**config.mk**
```make
export PLATFORM = sky130hd
export DESIGN_NAME = keypad_emulator
export DESIGN_NICKNAME = d
export VERILOG_FILES = /design/src/rtl/keypad_emulator.sv
export SDC_FILE = /design/constraint.sdc
export NUM_CORES = 1
export LEC_CHECK = 0
export CAP_MARGIN = 25
export CORE_MARGIN = 5
export CORE_UTILIZATION = 59
export DETAILED_ROUTE_END_ITERATION = 8
export HOLD_SLACK_MARGIN = 0.03
export PLACE_DENSITY = 0.84
export SLEW_MARGIN = 25
export SYNTH_ARGS = -nofsm -noshare
export SYNTH_HDL_FRONTEND = slang
export SYNTH_SLANG_ARGS = --single-unit
```
**constraint.sdc**
```tcl
create_clock -name clk -period 4.05 [get_ports clk]
set_input_delay 0.81 -clock clk [delete_from_list [all_inputs] [get_ports clk]]
set_output_delay 0.81 -clock clk [all_outputs]
set_load 0.01 [all_outputs]
```
**src/rtl/keypad_emulator.sv**
```systemverilog
// Emulates a 4x4 matrix keypad: queued key codes are "pressed" with optional
// contact chatter, returning the active row to the scanner on its column drive.
module keypad_emulator #(
    parameter int HOLD_CYCLES   = 64,
    parameter int GAP_CYCLES    = 64,
    parameter int BOUNCE_CYCLES = 8
) (
    input  logic       clk,
    input  logic       rst,
    input  logic [3:0] key_code,
    input  logic       key_valid,
    output logic       key_ready,
    input  logic [3:0] col,
    output logic [3:0] fila,
    output logic       busy,
    output logic       key_done,
    output logic [7:0] done_count
);

    localparam int MAXC_HG = (HOLD_CYCLES > GAP_CYCLES) ? HOLD_CYCLES : GAP_CYCLES;
    localparam int MAXC    = (MAXC_HG > BOUNCE_CYCLES) ? MAXC_HG : BOUNCE_CYCLES;
    localparam int TW      = (MAXC > 1) ? $clog2(MAXC) : 1;

    localparam logic [TW-1:0] H_LAST = TW'(HOLD_CYCLES - 1);
    localparam logic [TW-1:0] G_LAST = TW'(GAP_CYCLES - 1);
    localparam logic [TW-1:0] B_LAST = TW'((BOUNCE_CYCLES > 0) ? BOUNCE_CYCLES - 1 : 0);

    typedef enum logic [2:0] {
        IDLE,
        BOUNCE_IN,
        HOLD,
        BOUNCE_OUT,
        GAP
    } state_t;

    state_t        state_q, state_d;
    logic [TW-1:0] timer_q, timer_d;
    logic          contact_q, contact_d;
    logic [3:0]    key_q;
    logic          pop;
    logic          push;
    logic          done_pulse;

    logic [3:0] mem [4];
    logic [1:0] rd_ptr, wr_ptr;
    logic [2:0] occ;

    // Readiness comes from registered occupancy only, so a pop on a full
    // FIFO does not open the door in the same cycle.
    assign key_ready = ~occ[2];
    assign push      = key_valid && key_ready;

    always_ff @(posedge clk) begin
        if (rst) begin
            rd_ptr <= '0;
            wr_ptr <= '0;
            occ    <= '0;
        end else begin
            if (push) begin
                mem[wr_ptr] <= key_code;
                wr_ptr      <= wr_ptr + 2'd1;
            end
            if (pop) begin
                rd_ptr <= rd_ptr + 2'd1;
            end
            case ({push, pop})
                2'b10:   occ <= occ + 3'd1;
                2'b01:   occ <= occ - 3'd1;
                default: occ <= occ;
            endcase
        end
    end

    always_comb begin
        state_d    = state_q;
        timer_d    = timer_q;
        pop        = 1'b0;
        done_pulse = 1'b0;
        unique case (state_q)
            IDLE: begin
                if (occ != 3'd0) begin
                    pop     = 1'b1;
                    timer_d = '0;
                    state_d = (BOUNCE_CYCLES > 0) ? BOUNCE_IN : HOLD;
                end
            end
            BOUNCE_IN: begin
                if (timer_q == B_LAST) begin
                    timer_d = '0;
                    state_d = HOLD;
                end else begin
                    timer_d = timer_q + 1'b1;
                end
            end
            HOLD: begin
                if (timer_q == H_LAST) begin
                    timer_d = '0;
                    state_d = (BOUNCE_CYCLES > 0) ? BOUNCE_OUT : GAP;
                end else begin
                    timer_d = timer_q + 1'b1;
                end
            end
            BOUNCE_OUT: begin
                if (timer_q == B_LAST) begin
                    timer_d = '0;
                    state_d = GAP;
                end else begin
                    timer_d = timer_q + 1'b1;
                end
            end
            GAP: begin
                if (timer_q == G_LAST) begin
                    done_pulse = 1'b1;
                    timer_d    = '0;
                    state_d    = IDLE;
                end else begin
                    timer_d = timer_q + 1'b1;
                end
            end
            default: begin
                timer_d = '0;
                state_d = IDLE;
            end
        endcase
        // Contact is registered from the upcoming state/index so it lines up
        // exactly with the cycle that state occupies.
        contact_d = (state_d == HOLD)
                 || ((state_d == BOUNCE_IN)  && !timer_d[0])
                 || ((state_d == BOUNCE_OUT) &&  timer_d[0]);
    end

    always_ff @(posedge clk) begin
        if (rst) begin
            state_q    <= IDLE;
            timer_q    <= '0;
            contact_q  <= 1'b0;
            key_q      <= '0;
            done_count <= '0;
        end else begin
            state_q   <= state_d;
            timer_q   <= timer_d;
            contact_q <= contact_d;
            if (pop) begin
                key_q <= mem[rd_ptr];
            end
            if (done_pulse) begin
                done_count <= done_count + 8'd1;
            end
        end
    end

    always_comb begin
        fila = '0;
        if (contact_q && col[key_q[1:0]]) begin
            fila[key_q[3:2]] = 1'b1;
        end
    end

    assign busy     = (state_q != IDLE) || (occ != 3'd0);
    assign key_done = done_pulse;

endmodule

```
; ---- Word-level counts from Yosys, hierarchy flattened
; Memories as Yosys holds them, arrays and structs flattened. A register that Yosys moved wholly into a read port is not among the register bits.
; Cells that the tools add are included.
; Widths: inputs -> output; s select.
[op_classes]
n_eq_ne = 12
reduce_logical = 15
magnitude_cmp = 3
mux = 23
bitwise = 1
addsub = 6
[op_table]
columns = operator, n
row1 = $mux 6, 3
row2 = $pmux 6 s3, 1
row3 = $mux 3, 5
row4 = $pmux 3 s5, 1
row5 = $eq 3x2->1 const B, 4
row6 = $mux 1, 9
row7 = $add 8x1->8 const B, 1
row8 = $add 6x1->6 const B, 1
row9 = $eq 3x1->1 const B, 2
row10 = $eq 6x3->1 const B, 1
row11 = $eq 6x6->1 const B, 1
row12 = $lt 2x3->1 const B, 2
row13 = $pmux 3 s2, 1
row14 = $reduce_bool 3->1, 2
row15 = $logic_and 1x1->1, 5
row16 = $add 2x1->2 const B, 2
row17 = $mux 4, 1
row18 = $reduce_or 2->1, 2
row19 = $add 3x1->3 const B, 1
row20 = $eq 3x3->1 const B, 1
row21 = $logic_not 3->1, 1
row22 = $logic_or 1x1->1, 3
row23 = $sub 3x1->3 const B, 1
row24 = $bmux 1 s2, 1
row25 = other kinds (8), 8
[totals]
n_memories = 1
output_inout_bits = 15
regBits = 25
ramBits = 16
[memory_table]
columns = name, depth, width, read_ports, rd_ports_with_merged_regs, wr, line_no
row1 = mem, 4, 4, 1, 1, 1, 44  ; logic [3:0] mem [4];

; ---- Depth between registers and ports, before layout
; Gate-level depths: netlist (run 1).
[depth]
depth_word = 7
ltp_mapped = 8

; ---- Worst setup path after synthesis (run 1)
; OpenSTA, ideal clock, no wires.
[synth_timing]
kind = flip-flop to flip-flop
start = register state_q[1]
end = register occ[2]
n_path_buf = 0
synth_period_minus_slack_ns = 2.350
arrival_time_ns = 2.280
stages_incl_launch_ff = 9
setup_time_ns = 0.070
path_slack_ns = 1.700
path_cell_list = dfxtp_1 or3_4 a31oi_4 ha_1 inv_1 fa_1 xor2_1 or3_1 a21oi_1
[synth_between]
elab_chain_cells = 4
word_cells_on_any_way = 6
cone_classes = eq/ne (2) / mux (2) / reduce/logical (2)
[synth_rtl]
columns = item, line_no
row1 = start: declaration, 36  ; state_t state_q, state_d;
row2 = start signal: assignment, 140  ; state_q <= state_d;
row3 = $logic_not 3->1 *, 79  ; unique case (state_q)
row4 = $mux 1 *, 79
row5 = via pop, 40  ; logic pop;
row6 = $eq 2x1->1 or $eq 2x2->1 (tied branches), 66  ; case ({push, pop})
row7 = $pmux 3 s2 or $reduce_bool 2->1 (tied branches), -
row8 = end signal: assignment, 67  ; 2'b10: occ <= occ + 3'd1;
row9 = end signal: assignment, 68  ; 2'b01: occ <= occ - 3'd1;
row10 = end: declaration, 46  ; logic [2:0] occ;
; The timed path passes the listed nets; every way through them passes the cells marked *.
; A chain may end at the register's enable or synchronous reset.

; ---- Worst setup path after layout (run 1)
[layout_timing]
start = input port col[1]
end = output port fila[1]
[layout_between]
elab_chain_cells = 4
[layout_rtl]
columns = item, line_no
row1 = start: declaration, 13  ; input logic [3:0] col,
row2 = $bmux 1 s2, 154  ; if (contact_q && col[key_q[1:0]]) begin
row3 = $mux 1 (not written as such), 154
row4 = $logic_and 1x1->1, 154
row5 = $mux 4, 154
row6 = end: declaration, 14  ; output logic [3:0] fila,
; Every way passes these cells. The select of a mux whose other input is x is not followed.

==> key figures, run 1 <==
Critical path
  – Buf/Inv on CP: 2
  – Reg2reg start: state_q[2]$_SDFF_PP0_
  – End of the worst register-to-register path: occ[2]$_SDFFE_PP0P_
  – Critical-path cell list: clkdlybuf4s50_1 > mux4_2 > nand2_1 > nor3b_1 > clkdlybuf4s50_1
  – Most used cell, CP: clkdlybuf4s50_1
  – Critical path class: input port to output port
  – CP Max Fanout: 3
  – Worst Path Required: 3.24 ns
  – R2r setup slk: 1.38 ns
  – Startpoint types: input port
  – Reg2Reg Depth: 8
  – Crit path max-delay family: buffers and inverters
  – Slowest cell on the critical path: clkdlybuf4s50_1
  – Crit end category: output port
  – Critical Path Source: col[1]
  – Crit-path max cell delay: 0.57 ns
  – CP arrival: 2.38 ns

Route
  – Highest metal used: met4
  – Drt pass-1 iters: 5
  – Met3 Wirelength: 178 µm
  – Routed len/inst: 13.6 µm
  – Detailed Route Iter0 Violations: 87
  – Total Wirelength: 3730 µm
  – Vias per cell: 5.52
  – M1 WL: 1640 µm
  – Met2 WL: 1870 µm
  – DRT antenna net count: 0
  – # DRC: 0
  – Vias after detailed routing: 1518

Global routing
  – Vias in the first global route: 1425
  – Largest net degree at the start of global routing: 22
  – Total track usage: 16.2%
  – Initial antenna violation count: 0
  – Gr ovfl total: 0
  – First-pass GRT wire length: 6350 µm

Power
  – Logic pwr share: 33.2%
  – Sequential Power Share: 42.8%
  – Clock power frac: 24.0%
  – Pwr/cell area: 544 nW/µm²
  – Pint: 942 µW
  – Switching fraction of total power: 32.5%
  – Net switching power: 453 µW
  – Peak VDD IR: 459 µV
  – Leak: 0.920 nW

Place
  – PortBufs: 25
  – DP Wirelength: 2710 µm
  – Final Wtd Congestion: 0.832
  – Setup slack after placement: 0.856 ns
  – Inst Count DP: 267
  – Post-Place Cell Area: 2450 µm²

Synthesis
  – Seq/Total Area, Yosys: 49.1%
  – Synth top area cells: dfxtp_1 (27%), edfxtp_1 (22%), nor2_1 (5.4%), mux4_2 (5.2%), ha_1 (4.1%)
  – Warnings, synthesis: 0
  – Fraction of registers with async set/reset: 0%
  – Synth Instances: 199
  – Syn Area/Cell: 10.9 µm²
  – Yosys top cell by area: dfxtp_1
  – #FFs+latches synth: 45
  – Mapped cell area: 2160 µm²
  – Post-synth net total: 218
  – Synth top area share: 26.9%
  – EDFF count, synth: 16
  – Yosys cell types: 50
  – Most common flop cell mapped by yosys: dfxtp_1
  – Most frequent cells after synthesis: nor2_1 (31), dfxtp_1 (29), edfxtp_1 (16), inv_1 (12), xor2_1 (10)
  – Most frequent cell after synthesis: nor2_1

Timing
  – Final setup viols: 0
  – Worst slew margin relative to its limit: 49.0%
  – Unrepaired setup endpoints after global routing: false
  – Period utilization: 78.8%
  – Max-slew violations: 0
  – Worst Skew: 0.00751 ns
  – Highest clock rate: 0.313 GHz
  – Worst setup margin: 0.859 ns
  – Post-layout min period: 3.19 ns
  – TNS Setup: 0 ns
  – Worst-Margin Slew: 0.762 ns
  – Final Hold Vio Count: 0

Min path
  – Hold Path Class: flop to flop
  – Min-delay src: done_count[7]$_SDFFE_PP0P_
  – Hold worst-path end: done_count[7]$_SDFFE_PP0P_
  – Hold Crit Depth: 2

Die
  – DIE AREA: 4970 µm²
  – Die extent in y: 70.5 µm
  – Starting Density: 59.9%
  – # rows: 22
  – IO Count: 26
  – Chip width: 70.5 µm
  – Core ar.: 3610 µm²

Clock tree
  – Post-CTS setup buffers: 0
  – CTS tree: done
  – Clock transition at path regs: 0.08 ns
  – Root Buffer: clkbuf_8
  – CTS hold repair buffers: 0
  – Post-cts sizing count: 0
  – Maximum root-to-sink buffer count: 2
  – Clk Latency, worst-skew pair: 0.30 ns
  – H-tree Lvls: 2
  – CTS Buf Count: 5
  – Clk sink count: 45

Finish
  – Design area: 2560 µm²
  – Final Util: 71.1%
  – Nets: 245
  – Finished Layout Cells: 275
  – Multi-input logic area: 1020 µm²
  – FF+latch area: 1060 µm²
  – Share of layout cells above drive strength 1: 10.6%
  – Filler Cell Count: 277
  – N_diodes: 0
  – Area Growth Syn to Fin: 18.7%

Run status
  – Status: completed

Run
  – Max Cap Viol: 0
-- placed cells by master, fill, tap and decap left out, types with 2 or more instances in the layout --
cell and count:
a21oi_1 7, a311oi_1 2, a31oi_1 2, and2_1 4
and3_1 2, and4_1 2, clkbuf_8 5, clkdlybuf4s50_1 25
dfxtp_1 29, edfxtp_1 16, ha_1 7, inv_1 12
mux2i_1 5, mux4_2 5, nand2_1 7, nand3_1 6
nand4_1 5, nor2_1 31, nor3_1 2, nor3b_1 2
o21ai_0 7, o22ai_1 2, xnor2_1 3, xor2_1 10
-- per-stage QoR --
stage / hold slack, ns / power, mW
3_3_place_gp: 0.505 / 1.05
3_5_place_dp: 0.512 / 1.06
6_report: 0.535 / 1.40
4_1_cts: 0.541 / 1.41
2_1_floorplan: 0.469 / 0.946
5_1_grt: 0.574 / 1.49
-- cells by family (layout without fill, tap and decap cells) --
group                    Yosys count  count (layout)  synth area share, %
XOR/XNOR                          13              13                 5.27
multiplexers                      11              11                 8.23
adder cells (fa/ha/maj)            8               8                 4.98
buffers and inverters             19              47                 3.42
flip-flops                        45              45                 49.1
AND/OR/NAND/NOR                   73              73                 19.0
AO/OA/AOI/OAI                     30              30                 9.97
-- metal layers --
metal	vias up	track usage (%)
li1	768	-
met1	715	19.1
met2	29	27.9
met3	6	5.76
met4	0	4.47
met5	-	0
-- flip-flops by register name, summed over array words and instances, names as in the netlist --
register,count
occ,3
done_count,8
rd_ptr,2
wr_ptr,2
contact_q,1
timer_q,6
key_q,4
mem,16
state_q,3
-- worst max-delay path by stage --
stage	to	depth (start not counted)
after floorplan	occ[2]$_SDFFE_PP0P_	8
after global placement	fila[3]	4
after detailed placement	fila[3]	4
after CTS	fila[3]	4
after global routing	fila[1]	5
final	fila[1]	5
-- worst reg2reg max path, stage by stage, from the launching register on --
cell     delay, ns
dfxtp_1       0.41
or3_4         0.47
a31oi_4       0.37
ha_1          0.28
inv_1         0.07
fa_1          0.38
xor2_1        0.17
or3_1         0.31
a21oi_1       0.14
-- final cells by class --
cell class	instances	area share, %
flip-flops and latches	45	41.4
clock inverters	2	1.51
well taps	48	2.34
repair buffers	26	10.1
multi-input cells	135	40.0
inverters	13	1.90
clock buffers	6	2.83
-- power by group through the flow --
stage	Sequential (mW)	Combinational, mW	Clock (mW)
2_1_floorplan	0.584	0.362	0
3_3_place_gp	0.607	0.443	0
3_5_place_dp	0.608	0.457	0
4_1_cts	0.598	0.466	0.341
5_1_grt	0.610	0.513	0.362
6_report	0.598	0.463	0.335
Power figures use the tool's default switching activity.
==> run 2, diff against run 1 <==
--- a/config.mk
+++ b/config.mk
@@ -7,10 +7,10 @@
 export LEC_CHECK = 0
 export CAP_MARGIN = 25
 export CORE_MARGIN = 5
-export CORE_UTILIZATION = 59
+export CORE_UTILIZATION = 49
 export DETAILED_ROUTE_END_ITERATION = 8
 export HOLD_SLACK_MARGIN = 0.03
-export PLACE_DENSITY = 0.84
+export PLACE_DENSITY = 0.74
 export SLEW_MARGIN = 25
 export SYNTH_ARGS = -nofsm -noshare
 export SYNTH_HDL_FRONTEND = slang
==> constraint.sdc (replaced) <==
create_clock -name clk -period 2.6 [get_ports clk]
set_input_delay 0.52 -clock clk [delete_from_list [all_inputs] [get_ports clk]]
set_output_delay 0.52 -clock clk [all_outputs]
set_load 0.01 [all_outputs]
==> key figures, run 2 (synthesized netlist as in run 1, its figures left out) <==
Global routing
  – Vias in the first global route: 1476
  – Total track usage: 14.7%
  – Gr ovfl total: 0
  – First-pass GRT wire length: 6960 µm
  – Largest net degree at the start of global routing: 21
  – Initial antenna violation count: 0

Clock tree
  – Clk sink count: 45
  – CTS Buf Count: 5
  – CTS tree: done
  – Maximum root-to-sink buffer count: 2
  – Clk Latency, worst-skew pair: 0.30 ns
  – Clock transition at path regs: 0.09 ns
  – H-tree Lvls: 2
  – CTS hold repair buffers: 0
  – Root Buffer: clkbuf_8

Route
  – Vias per cell: 5.38
  – # DRC: 0
  – Detailed Route Iter0 Violations: 106
  – DRT antenna net count: 0
  – Total Wirelength: 4050 µm
  – Vias after detailed routing: 1540
  – Routed len/inst: 14.2 µm
  – Drt pass-1 iters: 5

Critical path
  – Critical path class: flop to output port
  – Crit end category: output port
  – Critical-path cell list: buf_4 > or3b_4 > nor3_4 > clkdlybuf4s50_1
  – CP arrival: 1.93 ns
  – Buf/Inv on CP: 2
  – Startpoint types: flop
  – Reg2reg start: state_q[2]$_SDFF_PP0_
  – Crit-path max cell delay: 0.56 ns
  – Crit path max-delay family: buffers and inverters
  – Worst Path Required: 2.08 ns
  – CP Max Fanout: 8
  – Critical Path Source: state_q[1]$_SDFF_PP0_
  – Slowest cell on the critical path: clkdlybuf4s50_1

Place
  – DP Wirelength: 2960 µm
  – Final Wtd Congestion: 0.819
  – Setup slack after placement: 0.00412 ns
  – PortBufs: 25
  – Post-Place Cell Area: 2490 µm²

Timing
  – Highest clock rate: 0.409 GHz
  – Final Hold Vio Count: 0
  – TNS Setup: 0 ns
  – Worst setup margin: 0.154 ns
  – Worst slew margin relative to its limit: 64.3%
  – Period utilization: 94.1%
  – Unrepaired setup endpoints after global routing: false
  – Post-layout min period: 2.45 ns
  – Worst hold slack: 0.531 ns
  – Worst Skew: 0.00612 ns
  – Max-slew violations: 0
  – Final setup viols: 0
  – Worst-Margin Slew: 0.530 ns

Finish
  – Share of layout cells above drive strength 1: 15.0%
  – Most common cell after layout, fill and taps aside: nor2_1
  – Biggest register: mem
  – Biggest regs: mem: 16 flops, done_count: 8 flops, timer_q: 6 flops
  – Design area: 2620 µm²
  – Most frequent cells in the layout: nor2_1 (31), dfxtp_1 (27), clkdlybuf4s50_1 (20)
  – Final Util: 60.5%
  – N_diodes: 0
  – Area Growth Syn to Fin: 21.2%
  – Nets: 252
  – Max FFs per register: 16

Die
  – # rows: 24
  – Chip width: 76.4 µm
  – IO Count: 26
  – DIE AREA: 5830 µm²
  – Core ar.: 4320 µm²
  – Starting Density: 49.9%
  – Die extent in y: 76.4 µm

Min path
  – Hold Path Class: flop to flop
  – Min-delay src: key_q[1]$_SDFFE_PP0P_

Power
  – Leak: 1.02 nW
  – Pwr/cell area: 811 nW/µm²
  – Peak VDD IR: 514 µV

Run
  – Max Cap Viol: 0

Run status
  – Status: completed
-- run 2: cell count changes in the layout (fill, tap and decap cells not counted) --
cell / previous run / this run
clkinvlp_4: 0 / 1
dfxtp_2: 0 / 2
inv_6: 0 / 1
buf_4: 1 / 8
bufinv_16: 1 / 0
dfxtp_1: 29 / 27
clkbuf_1: 1 / 0
clkdlybuf4s50_1: 25 / 20
ha_2: 0 / 1
clkinvlp_2: 0 / 1
clkinv_4: 1 / 0
dlymetal6s2s_1: 0 / 5
ha_1: 7 / 6
-- run 2: final timing paths --
kind / to / slack (ns) / cells after the start
min reg2reg: key_q[1]$_SDFFE_PP0P_ / 0.53 / 2
max: key_done / 0.15 / 4
max reg2reg: occ[2]$_SDFFE_PP0P_ / 0.31 / 8
min: key_q[1]$_SDFFE_PP0P_ / 0.53 / 2
-- run 2: per-layer routing --
layer | part of all wire [%] | global-route usage (%) | wire [µm]
met1 | 48 | 20.1 | 1950
met4 | 1.9 | 5.77 | 75
met2 | 47 | 22.7 | 1910
met3 | 2.8 | 3.19 | 113
met5 | 0 | 0 | 0
-- run 2: cell type report --
type / instances / area, µm²
multi-input combinational: 135 / 1030
tap: 52 / 65.1
clock buffer: 5 / 68.8
fill: 368 / 1710
timing repair buffer: 33 / 323
inverter: 13 / 48.8
clock inverter: 3 / 21.3
sequential: 45 / 1060
-- run 2: what timing repair did --
action	4_1_cts	5_1_grt
endpoints found under the setup margin	2	6
setup buffers	2	0
resized for setup	1	7
pin swaps	2	0
-- run 2: worst reg2reg max path, stage by stage (launching register included) --
cell,delay (ns)
dfxtp_2,0.37
or3_4,0.46
a31oi_4,0.17
ha_1,0.20
inv_1,0.06
fa_1,0.37
xor2_1,0.16
or3_1,0.30
a21oi_1,0.14
-- run 2: per-stage QoR --
step / instances / power (mW)
5_1_grt: 286 / 2.26
6_report: 286 / 2.12
3_3_place_gp: 276 / 1.65
3_5_place_dp: 276 / 1.69
4_1_cts: 286 / 2.15
2_1_floorplan: 199 / 1.47
-- run 2: power by group --
group,total (mW),switching (mW),internal (mW)
clock network,0.435,0.246,0.190
registers,0.938,0.111,0.827
logic,0.750,0.373,0.377
